**src/rtl/grid_arb_pkg.sv**
```systemverilog
// -----------------------------------------------------------------------------
// grid_arb_pkg
//   Shared defaults and encodings for the grid-RAM write arbiter:
//   - default grid geometry (address width, colour width, cell count)
//   - arbiter FSM state enum
//   - requester id encoding (0 = processor paint, 1 = wall painter)
// -----------------------------------------------------------------------------
package grid_arb_pkg;

    localparam int unsigned GRID_ADDR_W    = 12;
    localparam int unsigned GRID_DATA_W    = 4;
    localparam int unsigned GRID_CELLS_DEF = 4096;

    typedef enum logic {
        ARB   = 1'b0,
        CLEAR = 1'b1
    } arb_state_e;

    typedef enum logic {
        REQ_P0 = 1'b0,
        REQ_P1 = 1'b1
    } req_id_e;

endpackage

```
**src/rtl/grid_clear_seq.sv**
```systemverilog
// -----------------------------------------------------------------------------
// grid_clear_seq
//   Full-grid clear sequencer. Produces the next clear write (address/colour)
//   one cycle ahead so that the arbiter's registered write port shows cell k
//   while the counter holds k.
//
// Ports:
//   clock, reset   single clock, synchronous active-high reset
//   start_i        accepted clear start (arbiter in ARB with clear_start)
//   active_i       arbiter is in CLEAR
//   color_i        fill colour, latched on start_i
//   last_o         counter holds the final cell (sweep ends this cycle)
//   wr_req_o       a clear write must be loaded into the port registers
//   wr_addr_o      address for that write
//   wr_data_o      colour for that write
//   busy_o         registered: high on every cycle a clear write is shown
//   done_o         registered: pulse the cycle after the last clear write
// -----------------------------------------------------------------------------
module grid_clear_seq
    import grid_arb_pkg::*;
#(
    parameter int unsigned ADDR_W     = GRID_ADDR_W,
    parameter int unsigned DATA_W     = GRID_DATA_W,
    parameter int unsigned GRID_CELLS = GRID_CELLS_DEF
) (
    input  logic              clock,
    input  logic              reset,
    input  logic              start_i,
    input  logic              active_i,
    input  logic [DATA_W-1:0] color_i,
    output logic              last_o,
    output logic              wr_req_o,
    output logic [ADDR_W-1:0] wr_addr_o,
    output logic [DATA_W-1:0] wr_data_o,
    output logic              busy_o,
    output logic              done_o
);

    // One extra counter bit keeps the terminal compare exact when
    // GRID_CELLS equals 2**ADDR_W.
    localparam logic [ADDR_W:0] CNT_LAST = (ADDR_W + 1)'(GRID_CELLS - 1);

    logic [ADDR_W:0]   cnt_q, cnt_d, cnt_inc;
    logic [DATA_W-1:0] color_q, color_d;
    logic              busy_q, done_q;

    assign cnt_inc   = cnt_q + (ADDR_W + 1)'(1);
    assign last_o    = active_i && (cnt_q == CNT_LAST);
    assign wr_req_o  = start_i || (active_i && !last_o);
    assign wr_addr_o = start_i ? '0 : cnt_inc[ADDR_W-1:0];
    assign wr_data_o = start_i ? color_i : color_q;
    assign busy_o    = busy_q;
    assign done_o    = done_q;

    always_comb begin
        cnt_d   = cnt_q;
        color_d = color_q;
        if (start_i) begin
            cnt_d   = '0;
            color_d = color_i;
        end else if (active_i) begin
            cnt_d = cnt_inc;
        end
    end

    always_ff @(posedge clock) begin
        if (reset) begin
            cnt_q   <= '0;
            color_q <= '0;
            busy_q  <= 1'b0;
            done_q  <= 1'b0;
        end else begin
            cnt_q   <= cnt_d;
            color_q <= color_d;
            busy_q  <= wr_req_o;
            done_q  <= last_o;
        end
    end

endmodule

```
**src/rtl/grid_write_arbiter.sv**
```systemverilog
// -----------------------------------------------------------------------------
// grid_write_arbiter
//   Shares the single write port of the VGA grid-data RAM between the
//   processor paint path (p0), the wall painter (p1) and a built-in full-grid
//   clear sequencer. At most one write per cycle; p0/p1 are served
//   round-robin; a clear start takes priority and runs to completion.
//   All outputs are registered; a request sampled in cycle N is written and
//   acked in cycle N+1.
//
// Ports:
//   clock, reset            single clock, synchronous active-high reset
//   p0_req/p0_addr/p0_data  processor paint request, held until p0_ack
//   p0_ack                  pulse: p0 write is on the port this cycle
//   p1_req/p1_addr/p1_data  wall paint request, held until p1_ack
//   p1_ack                  pulse: p1 write is on the port this cycle
//   clear_start             pulse: start a full-grid clear (ignored mid-clear)
//   clear_color             fill colour, sampled with an accepted clear_start
//   clear_busy              high while clear writes are on the port
//   clear_done              pulse the cycle after the last clear write
//   wr_en/wr_addr/wr_data   grid RAM write port
//   bounds_err              sticky out-of-range flag
//
// Build option:
//   GRID_ARB_BOUNDS_CHECK_EN  when defined, a granted request with
//                             addr >= GRID_CELLS is acked but not written,
//                             and bounds_err sets until reset. When undefined
//                             bounds_err stays 0 and addresses pass unchecked.
// -----------------------------------------------------------------------------
module grid_write_arbiter
    import grid_arb_pkg::*;
#(
    parameter int unsigned ADDR_W     = GRID_ADDR_W,
    parameter int unsigned DATA_W     = GRID_DATA_W,
    parameter int unsigned GRID_CELLS = GRID_CELLS_DEF
) (
    input  logic              clock,
    input  logic              reset,
    input  logic              p0_req,
    input  logic [ADDR_W-1:0] p0_addr,
    input  logic [DATA_W-1:0] p0_data,
    output logic              p0_ack,
    input  logic              p1_req,
    input  logic [ADDR_W-1:0] p1_addr,
    input  logic [DATA_W-1:0] p1_data,
    output logic              p1_ack,
    input  logic              clear_start,
    input  logic [DATA_W-1:0] clear_color,
    output logic              clear_busy,
    output logic              clear_done,
    output logic              wr_en,
    output logic [ADDR_W-1:0] wr_addr,
    output logic [DATA_W-1:0] wr_data,
    output logic              bounds_err
);

    arb_state_e state_q, state_d;

    logic              wr_en_q, wr_en_d;
    logic [ADDR_W-1:0] wr_addr_q, wr_addr_d;
    logic [DATA_W-1:0] wr_data_q, wr_data_d;
    logic              p0_ack_q, p0_ack_d;
    logic              p1_ack_q, p1_ack_d;
    logic              bounds_err_q, bounds_err_d;
    req_id_e           last_grant_q, last_grant_d;

    logic              clr_start, clr_active, clr_last, clr_wr_req;
    logic [ADDR_W-1:0] clr_wr_addr;
    logic [DATA_W-1:0] clr_wr_data;

    logic              p0_elig, p1_elig;
    logic              grant_valid;
    req_id_e           grant_id;
    logic [ADDR_W-1:0] sel_addr;
    logic [DATA_W-1:0] sel_data;
    logic              in_range;

    assign clr_start  = (state_q == ARB) && clear_start;
    assign clr_active = (state_q == CLEAR);

    grid_clear_seq #(
        .ADDR_W     (ADDR_W),
        .DATA_W     (DATA_W),
        .GRID_CELLS (GRID_CELLS)
    ) u_clear_seq (
        .clock     (clock),
        .reset     (reset),
        .start_i   (clr_start),
        .active_i  (clr_active),
        .color_i   (clear_color),
        .last_o    (clr_last),
        .wr_req_o  (clr_wr_req),
        .wr_addr_o (clr_wr_addr),
        .wr_data_o (clr_wr_data),
        .busy_o    (clear_busy),
        .done_o    (clear_done)
    );

    // State and output registers
    always_ff @(posedge clock) begin
        if (reset) begin
            state_q      <= ARB;
            wr_en_q      <= 1'b0;
            wr_addr_q    <= '0;
            wr_data_q    <= '0;
            p0_ack_q     <= 1'b0;
            p1_ack_q     <= 1'b0;
            bounds_err_q <= 1'b0;
            last_grant_q <= REQ_P1;
        end else begin
            state_q      <= state_d;
            wr_en_q      <= wr_en_d;
            wr_addr_q    <= wr_addr_d;
            wr_data_q    <= wr_data_d;
            p0_ack_q     <= p0_ack_d;
            p1_ack_q     <= p1_ack_d;
            bounds_err_q <= bounds_err_d;
            last_grant_q <= last_grant_d;
        end
    end

    // Next state
    always_comb begin
        state_d = state_q;
        unique case (state_q)
            ARB:     if (clear_start) state_d = CLEAR;
            CLEAR:   if (clr_last)    state_d = ARB;
            default: state_d = ARB;
        endcase
    end

    // A requester whose ack is showing this cycle is still holding req from
    // the write just completed; excluding it prevents a duplicate write.
    assign p0_elig = p0_req && !p0_ack_q;
    assign p1_elig = p1_req && !p1_ack_q;

    always_comb begin
        grant_valid = 1'b0;
        grant_id    = REQ_P0;
        if ((state_q == ARB) && !clear_start) begin
            if (p0_elig && p1_elig) begin
                grant_valid = 1'b1;
                grant_id    = (last_grant_q == REQ_P1) ? REQ_P0 : REQ_P1;
            end else if (p0_elig) begin
                grant_valid = 1'b1;
                grant_id    = REQ_P0;
            end else if (p1_elig) begin
                grant_valid = 1'b1;
                grant_id    = REQ_P1;
            end
        end
    end

    assign sel_addr = (grant_id == REQ_P1) ? p1_addr : p0_addr;
    assign sel_data = (grant_id == REQ_P1) ? p1_data : p0_data;

`ifdef GRID_ARB_BOUNDS_CHECK_EN
    assign in_range = (32'(sel_addr) < GRID_CELLS);
`else
    assign in_range = 1'b1;
`endif

    // Output next-values
    always_comb begin
        wr_en_d      = 1'b0;
        wr_addr_d    = wr_addr_q;
        wr_data_d    = wr_data_q;
        p0_ack_d     = 1'b0;
        p1_ack_d     = 1'b0;
        bounds_err_d = bounds_err_q;
        last_grant_d = last_grant_q;
        if (clr_wr_req) begin
            wr_en_d   = 1'b1;
            wr_addr_d = clr_wr_addr;
            wr_data_d = clr_wr_data;
        end else if (grant_valid) begin
            p0_ack_d     = (grant_id == REQ_P0);
            p1_ack_d     = (grant_id == REQ_P1);
            last_grant_d = grant_id;
            // Out-of-range requests are still acked so the requester
            // never hangs; only the RAM write is suppressed.
            if (in_range) begin
                wr_en_d   = 1'b1;
                wr_addr_d = sel_addr;
                wr_data_d = sel_data;
            end else begin
                bounds_err_d = 1'b1;
            end
        end
    end

    assign wr_en      = wr_en_q;
    assign wr_addr    = wr_addr_q;
    assign wr_data    = wr_data_q;
    assign p0_ack     = p0_ack_q;
    assign p1_ack     = p1_ack_q;
    assign bounds_err = bounds_err_q;

endmodule

```
**config.mk**
```make
export PLATFORM = sky130hd
export DESIGN_NAME = grid_write_arbiter
export DESIGN_NICKNAME = d
export VERILOG_FILES = /design/src/rtl/grid_arb_pkg.sv /design/src/rtl/grid_clear_seq.sv /design/src/rtl/grid_write_arbiter.sv
export SDC_FILE = /design/constraint.sdc
export NUM_CORES = 1
export LEC_CHECK = 0
export ABC_CLOCK_PERIOD_IN_PS = 2700
export BUFFER_PORTS_ARGS = -buffer_cell sky130_fd_sc_hd__buf_2
export CAP_MARGIN = 30
export CORE_ASPECT_RATIO = 0.6
export CORE_MARGIN = 10
export CORE_UTILIZATION = 40
export CTS_BUF_LIST = sky130_fd_sc_hd__clkbuf_4 sky130_fd_sc_hd__clkbuf_8
export CTS_CLUSTER_DIAMETER = 40
export DETAILED_ROUTE_END_ITERATION = 10
export SETUP_SLACK_MARGIN = 0.3
export SLEW_MARGIN = 20
export SYNTH_ARGS = -nofsm -noshare
export SYNTH_HDL_FRONTEND = slang
export SYNTH_SLANG_ARGS = --single-unit
```
**constraint.sdc**
```tcl
create_clock -name clock -period 2.7 [get_ports clock]
set_input_delay 0.405 -clock clock [delete_from_list [all_inputs] [get_ports clock]]
set_output_delay 0.405 -clock clock [all_outputs]
set_load 0.01 [all_outputs]
```
== Word level (Yosys, flattened, before mapping) ==
Index checks and enable logic that the tools add are counted.

* Flip-flop bits (word level): 40
* Latch bits: 0
* RAM bits: 0
* Bits in read-only memories: 0
* Bits of input ports: 41
* Output and inout port bits: 22
* Logic and storage cells: 54
* Memories kept: 0

* $add $sub $neg: 1
* $mul: 0
* Div/mod/pow operators: 0
* Magnitude comparators: 0
* Eq/ne operators: 1
* Shifts and indexed selects: 0
* Muxes and demuxes: 21
* Bitwise logic cells: 4
* Reduce and logical (&&, ||, !) cells: 16

{| class="wikitable"
|+ Operator list
! cell !! number
|-
| $mux W12 || 4
|-
| $mux W4 || 4
|-
| $add A13 B1 Y13 const B || 1
|-
| $eq A13 B12 Y1 const B || 1
|-
| $mux W1 || 12
|-
| $logic_and A1 B1 Y1 || 7
|-
| $logic_not A1 Y1 || 4
|-
| $not A1 Y1 || 4
|-
| $reduce_or A3 Y1 || 1
|-
| $pmux W1 S2 || 1
|-
| $reduce_and A2 Y1 || 1
|-
| $reduce_bool A2 Y1 || 1
|-
| $reduce_or A2 Y1 || 1
|-
| $logic_or A1 B1 Y1 || 1
|}

== Logic depth before layout (Yosys ltp) ==
Gate-level depths: netlist of run 1.

* Word-level depth: 9
* Gate-level depth with buffers: 7
* Gate-level depth less buffers: 6

== Hierarchy ==
A second synthesis of run 1 with hierarchy kept.

* Cell total of the unflattened synthesis: 238
* Area, all modules: 2093.3 sq um

{| class="wikitable"
|+ By module, submodules not included
! module !! times used !! cells an instance !! area an instance (sq um) !! sequential area each (sq um)
|-
| grid_write_arbiter || 1 || 116 || 1069.8 || 420.4
|-
| grid_clear_seq || 1 || 122 || 1023.5 || 380.4
|}

== Worst setup path before layout of run 1 ==
OpenSTA, ideal clock, no wires.

* Path type: register to register
* Start: reg u_clear_seq.cnt_q[0]
* End: reg wr_addr_q[7], in the netlist wr_addr[7]
* Setup time: 0.131 ns
* Arrival: 1.770 ns
* Data required time: 2.569 ns
* Setup slack: 0.799 ns
* Cell stages (with the launch flop): 7
* Path buffers: 0
* Period minus slack after synthesis: 1.901 ns
* Path through: dfxtp_1 > ha_1 > nand3_1 > or4_2 > nand2_1 > o32a_1 > nor3_2

* Longest elaborated chain between the ends: 6
* Elaborated cells between the ends (all ways): 9
* Those cells by class: add/sub: 1; eq/ne: 1; mux: 2; reduce/logical: 5

{| class="wikitable"
|+ Ends and longest elaborated chain
! item !! RTL line !! source
|-
| start: declaration || grid_clear_seq.sv:43 || <nowiki>logic [ADDR_W:0] cnt_q, cnt_d, cnt_inc;</nowiki>
|-
| start signal: assignment || grid_clear_seq.sv:73 || <nowiki>cnt_q <= cnt_d;</nowiki>
|-
| branches (longest 6 deep; another with $add A13 B1 Y13) || n/a ||
|-
| end signal: assignment || grid_write_arbiter.sv:112 || <nowiki>wr_addr_q <= wr_addr_d;</nowiki>
|-
| end: declaration || grid_write_arbiter.sv:59 || <nowiki>logic [ADDR_W-1:0] wr_addr_q, wr_addr_d;</nowiki>
|}

Parallel ways; which one is timed is not known.
A chain may end at the register's enable or synchronous reset.

== Worst setup path in the final report of run 1 ==
* Start: reg u_clear_seq.cnt_q[0]
* End: reg wr_addr_q[9], in the netlist wr_addr[9]

The elaborated chain is that of the path after synthesis.

==> impl_results.md, run 1 <==
* Average size of a mapped cell at slightly above 9 um^2
* CP Launch Type: flip-flop
* CP arrival at 2.37 ns
* Crit-path cells: ha_1, nand3_1, or4_2, nand2_1, o32a_1, nor3_2
* Count of cell types in the netlist at between 50 and 60
* Maximum ir drop on the vdd rail at between 0.15 and 0.2 mV
* Vias per cell at 5.21
* Top_reg_cell synth: dfxtp_1
* Fillers at ~500
* Measured slew at the worst slew-check pin at a little under 0.7 ns
* Die Span Y at between 70 and 80 um
* Root Buffer: clkbuf_8
* FF/Latch Area at 781 um^2
* ANT nets after route at 0
* Multi-input logic area at 0.00122 mm^2
* Max Root-Sink Buffers at 2
* Synthesis warning total at 0
* Yosys reg bits at 39
* Die Span X at roughly 120 um
* WP buf/inv at 0
* Status: complete, no violations
* RSZ-0062 raised after global routing: false
* Setup TNS at 0 ns
* Max stage delay cell, worst path: or4_2
* Row cnt at 20
* Pwr/cell area at 518 mW/mm^2
* Via count at 1891
* Final Hold Vio Count at 0
* Synth top area share at 0.359
* Hold WC Path Type: input pin to flip-flop
* Synth area leader: dfxtp_1
* Post-synth EDFFs at 0
* CP Max Fanout at 6
* I/O Buffers at 61
* Most frequent cells in the layout: buf_2 (61), nor2_1 (42), dfxtp_1 (39)
* Worst Setup End Kind: flip-flop
* Share of cells above drive strength 1 at 0.330
* HPWL Detailed at approximately 4700 um
* Slew Limit Fails at 0
* Async set-reset flop share out of synthesis at 0
* Core box area at roughly 0.0052 mm^2
* Post-CTS Hold Buffers at 0
* H-tree levels at 2
* Max-cap violations at 0
* Gp weighted congestion at between 0.8 and 0.9
* Seq/Total Area, Yosys at 0.359
* Gr usage total at 0.131
* Wire per inst at about 17 um
* Full die area at slightly below 0.009 mm^2
* Fmax at roughly 0.45 GHz
* Synthesized instance count at 240
* N_diodes at 0
* Clk sinks at 39
* Reg clk slew, reported paths at around 0.080 ns
* Req. time, crit path at 2.86 ns
* First-pass GRT wire length at 9590 um
* Cts bufs inserted at 5
* Setup bufs post-CTS at 0
* Largest net degree at the start of global routing at 29
* Top post-synthesis cells by area: dfxtp_1 (36%), nor2_1 (7.3%), xor2_1 (5.2%)
* Drt first pass iters at 5
* Initial core utilization at 0.421
* CP peak stage delay at between 0.6 and 0.7 ns
* Area Overhead vs Synth at 18.0%
* Leakage power total at roughly 0.0011 uW
* Crit path setup slack, layout at 0.488 ns
* Rel. slew slack at 0.547
* Initial antenna violation count at 0
* Syn_nets at between 200 and 300
* Synth Cell Area at roughly 0.0022 mm^2
* Most common cell after layout, fill and taps aside: buf_2
* Place WS at slightly below 0.4 ns
* Worst-skew pair later-pin latency at about 0.29 ns
* Nets@finish at 338
* Layout Skew at 0.00814 ns
* Setup violators final at 0
* Vias in the first global route at approximately 1900
* Top Family by Delay on Critical Path: simple AND/OR/NAND/NOR gates
* Io pins at between 60 and 70
* CTS tree: done
* Tcrit/Tclk final at 0.819
* Initial DRC Count at 99
* Final min period at 2.21 ns
* Grt total ovfl at 0
* DRC Markers at 0
* Critical path class: flip-flop to flip-flop
* Post-cts sizing count at 0
* Final wirelength at between 6000 and 7000 um
## report_power, final
group	switching (uW)	leakage (uW)	internal, uW	total [uW]
Sequential	16.9	0.000319	601	618
Clock	211	0.0000612	299	510
Combinational	113	0.000750	86.8	199
## Yosys cell counts, types with 5 or more instances
library cell	count
nor2_1	42
dfxtp_1	39
nand2_1	20
xor2_1	13
mux2i_1	8
a21oi_1	7
nor3_1	7
clkbuf_8	6
nand3_1	6
nor4_1	6
xnor2_1	6
and3_1	5
## cells by family (layout without fill, tap and decap cells)
group,count (synthesis),in the layout,synth area share
buf+inv,20,77,0.0789
simple gates,122,122,0.316
other cells,1,1,0.00173
fa+ha+maj,1,1,0.00576
flops,39,39,0.359
xor+xnor,19,19,0.0766
compound gates,30,30,0.124
mux,8,8,0.0369
## stage by stage
| step | total power (uW) | std cells | utilization | hold slack (ns) | instance area, um^2 |
|---|---|---|---|---|---|
| 2_1_floorplan | 762 | 240 | - | 0.475 | 2170 |
| 3_3_place_gp | 830 | 355 | 0.474 | 0.486 | 2440 |
| 3_5_place_dp | 831 | 355 | 0.474 | 0.485 | 2440 |
| 4_1_cts | 1340 | 363 | 0.496 | 0.397 | 2560 |
| 5_1_grt | 1380 | 363 | 0.497 | 0.426 | 2560 |
| 6_report | 1330 | 363 | 0.497 | 0.399 | 2560 |
## cell type report
class	instances	area share
clock inverter	2	0.0137
clock buffer	6	0.0322
timing repair buffer	67	0.137
multi-input combinational	181	0.478
tap	66	0.0322
inverter	2	0.00293
sequential	39	0.305
## registers in the layout (all words and copies together) (netlist names)
| register | cells |
|---|---|
| u_clear_seq.cnt_q | 13 |
| wr_addr | 12 |
| u_clear_seq.color_q | 4 |
| wr_data | 4 |
| last_grant_q | 1 |
| p0_ack | 1 |
| p1_ack | 1 |
| u_clear_seq.busy_o | 1 |
| u_clear_seq.done_o | 1 |
| wr_en | 1 |
## tightest hold or removal path: stages
cell,delay (ns)
buf_2,0.08
mux2i_1,0.05
nor2_1,0.11
## path summary, 6_finish.rpt
path | end | slack [ns] | cells past startpoint | from
setup / recovery | wr_addr[9] | 0.49 | 6 | u_clear_seq.cnt_q[0]
hold / removal | u_clear_seq.color_q[1] | 0.40 | 3 | clear_color[1]
setup reg to reg | wr_addr[9] | 0.49 | 6 | u_clear_seq.cnt_q[0]
hold reg to reg | wr_addr[8] | 0.50 | 2 | wr_addr[8]
## routing by layer
| metal | vias to the layer above | GRT usage | part of all wire |
|---|---|---|---|
| met2 | 57 | 0.180 | 0.40 |
| met1 | 879 | 0.191 | 0.51 |
| met3 | 2 | 0.0466 | 0.084 |
| met4 | 0 | 0.0185 | 0.0023 |
| met5 | - | 0 | 0 |
| li1 | 953 | - | - |
(Power assumes the default switching activity.)
==> run 2, diff against run 1 <==
--- a/config.mk
+++ b/config.mk
@@ -5,7 +5,7 @@
 export SDC_FILE = /design/constraint.sdc
 export NUM_CORES = 1
 export LEC_CHECK = 0
-export ABC_CLOCK_PERIOD_IN_PS = 2700
+export ABC_CLOCK_PERIOD_IN_PS = 1950
 export BUFFER_PORTS_ARGS = -buffer_cell sky130_fd_sc_hd__buf_2
 export CAP_MARGIN = 30
 export CORE_ASPECT_RATIO = 0.6
@@ -14,6 +14,7 @@
 export CTS_BUF_LIST = sky130_fd_sc_hd__clkbuf_4 sky130_fd_sc_hd__clkbuf_8
 export CTS_CLUSTER_DIAMETER = 40
 export DETAILED_ROUTE_END_ITERATION = 10
+export PLACE_DENSITY = 0.67
 export SETUP_SLACK_MARGIN = 0.3
 export SLEW_MARGIN = 20
 export SYNTH_ARGS = -nofsm -noshare
==> constraint.sdc (replaced) <==
create_clock -name clock -period 1.95 [get_ports clock]
set_input_delay 0.2925 -clock clock [delete_from_list [all_inputs] [get_ports clock]]
set_output_delay 0.2925 -clock clock [all_outputs]
set_load 0.01 [all_outputs]
==> run 2 against run 1 <==
  * Hold slack got worse by 0.12 ns
  * Via count rose by 10%
  * Die area unchanged
  * First-iteration DRC count rose by 18%
  * Fmax increased by 28%
  * Sequential cell count unchanged
  * Non-clock buffer count rose by 27
  * Sequential share of layout area down 3.6 points
  * Final cell count increased by 7.4%
  * Largest cell class unchanged
  * Highest routed layer unchanged
  * Total power rose by 52%
  * Register-to-register slack lost 0.26 ns
  * Wire length up 11%
==> impl_results.md, run 2 (same netlist as run 1, synthesis figures left out) <==
* Leakage power total at approximately 0.0013 uW
* Non-filler cells in the finished layout at 390
* Core box area at ~0.0052 mm^2
* Register with the most flip-flops: u_clear_seq.cnt_q
* Setup violators final at 0
* N_diodes at 0
* Row cnt at 20
* Maximum ir drop on the vdd rail at about 0.28 mV
* CP Max Fanout at 6
* Gp weighted congestion at between 0.8 and 0.9
* I/O Buffers at around 60
* Initial DRC Count at between 100 and 150
* Die Span X at roughly 120 um
* Most common cell after layout, fill and taps aside: buf_2
* Clk sinks at 39
* HPWL Detailed at approximately 5200 um
* CP arrival at around 2 ns
* Worst setup path endpoint: wr_addr[0]
* Max-cap violations at 0
* Grt total ovfl at 0
* Final hold slack at 0.282 ns
* Final min period at 1.72 ns
* Worst R2R Start: u_clear_seq.cnt_q[0]
* Worst reg2reg endpoint: wr_addr[0]
* Cell count after placement at 370
* Rel. slew slack at 0.586
* Vias per cell at roughly 5.3
* Full die area at between 0.008 and 0.009 mm^2
* Share of cells above drive strength 1 at 0.463
* Io pins at 63
* H-tree levels at 2
* Initial core utilization at 0.421
* Setup crit start: u_clear_seq.cnt_q[0]
* Wire length on met3 at ~700 um
* Final Hold Vio Count at 0
* Area of placed instances at 0.00257 mm^2
* Cell count of the worst reg-to-reg path at 6
* ANT nets after route at 0
* Drt first pass iters at 4
* Reg clk slew, reported paths at roughly 0.070 ns
* Metal2 WL at roughly 2700 um
* CTS tree: done
* Wire per inst at around 17 um
* Root Buffer: clkbuf_8
* Hold WC Path Type: input pin to flip-flop
* Most frequent cells in the layout: buf_2 (61), nor2_1 (35), dfxtp_1 (32)
* Max Root-Sink Buffers at 2
* Worst hold start: clear_color[0]
* Initial antenna violation count at 0
* RSZ-0062 raised after global routing: true
* Largest net degree at the start of global routing at 29
* Die Span Y at slightly below 80 um
* Post-route cell area at between 0.002 and 0.003 mm^2
* Measured slew at the worst slew-check pin at between 0.6 and 0.7 ns
* Uppermost layer routed: met4
* R2R Setup Slk at approximately 0.23 ns
* Gr usage total at 0.149
* CP Launch Type: flip-flop
* Fmax at ~0.58 GHz
* DRC Markers at 0
* Pwr/cell area at 682 mW/mm^2
* Worst-skew pair later-pin latency at around 0.30 ns
* Tcrit/Tclk final at 0.883
* Slew Limit Fails at 0
* Cts bufs inserted at 5
* Worst Setup End Kind: flip-flop
* First-pass GRT wire length at between 10000 and 15000 um
* Vias in the first global route at just over 2000
* Area Overhead vs Synth at 36.3%
* Post-CTS Hold Buffers at 0
* Via count at ~2100
* Nets@finish at around 370
* Req. time, crit path at approximately 2.2 ns
* Final wirelength at ~6800 um
* Met1 WL at about 3300 um
* Status: complete, no violations
* Setup TNS at 0 ns
* Layout Skew at between 0.009 and 0.01 ns
* Max reg flops at 13
* Critical path class: flip-flop to flip-flop
[run 2: cell types whose count changed in the layout (fill, tap and decap cells not counted), moves of 3 or more]
cell,before,now
buf_4,6,27
buf_6,0,5
dfxtp_1,39,32
dfxtp_2,0,5
nor2_1,42,35
nor2_2,0,5
nor3_1,7,4
nor3_2,4,7
[run 2: critical path, stage by stage, from the launching register on]
cell	delay (ns)
dfxtp_4	0.36
ha_4	0.15
nand4_4	0.10
nor4_4	0.39
nor2_4	0.11
o32a_4	0.39
nor3_2	0.14
[run 2: cell type report]
cell class	count	area (um^2)
Fill cell	463	2190
Multi-Input combinational cell	181	1360
Sequential cell	39	795
Timing Repair Buffer	94	584
Tap cell	66	82.6
Clock buffer	6	76.3
Clock inverter	2	60.1
Inverter	2	7.51
[run 2: worst min path at each step]
stage                                  end  slack [ns]  depth (start not counted)
floorplan            u_clear_seq.cnt_q[12]        0.47                          2
global placement               wr_addr[10]        0.49                          2
detailed placement              wr_addr[0]        0.48                          2
CTS                 u_clear_seq.color_q[0]        0.28                          3
global route        u_clear_seq.color_q[1]        0.32                          3
finish              u_clear_seq.color_q[0]        0.28                          3
[run 2: repair_timing]
item / CTS / global route
setup endpoints to repair: 16 / 18
resized for setup: 13 / 24
setup buffers: 7 / 5
pin swaps: 10 / 9
[run 2: through the flow]
| step | worst slack, ns | power (uW) | util |
|---|---|---|---|
| 6_report | 0.227 | 2020 | 0.575 |
| 5_1_grt | 0.177 | 2100 | 0.575 |
| 4_1_cts | 0.260 | 2000 | 0.546 |
| 3_5_place_dp | 0.105 | 1170 | 0.500 |
| 3_3_place_gp | 0.152 | 1160 | 0.500 |
| 2_1_floorplan | 0.224 | 1060 | - |
[run 2: layer usage]
| layer | GRT usage | vias to the layer above |
|---|---|---|
| li1 | - | 1014 |
| met4 | 0.0468 | 0 |
| met5 | 0 | - |
| met1 | 0.209 | 985 |
| met3 | 0.0629 | 6 |
| met2 | 0.196 | 78 |
[run 2: power breakdown]
group / switching, uW / internal (uW)
Combinational: 183 / 162
Clock: 292 / 525
Sequential: 26.2 / 831
Total: 501 / 1520
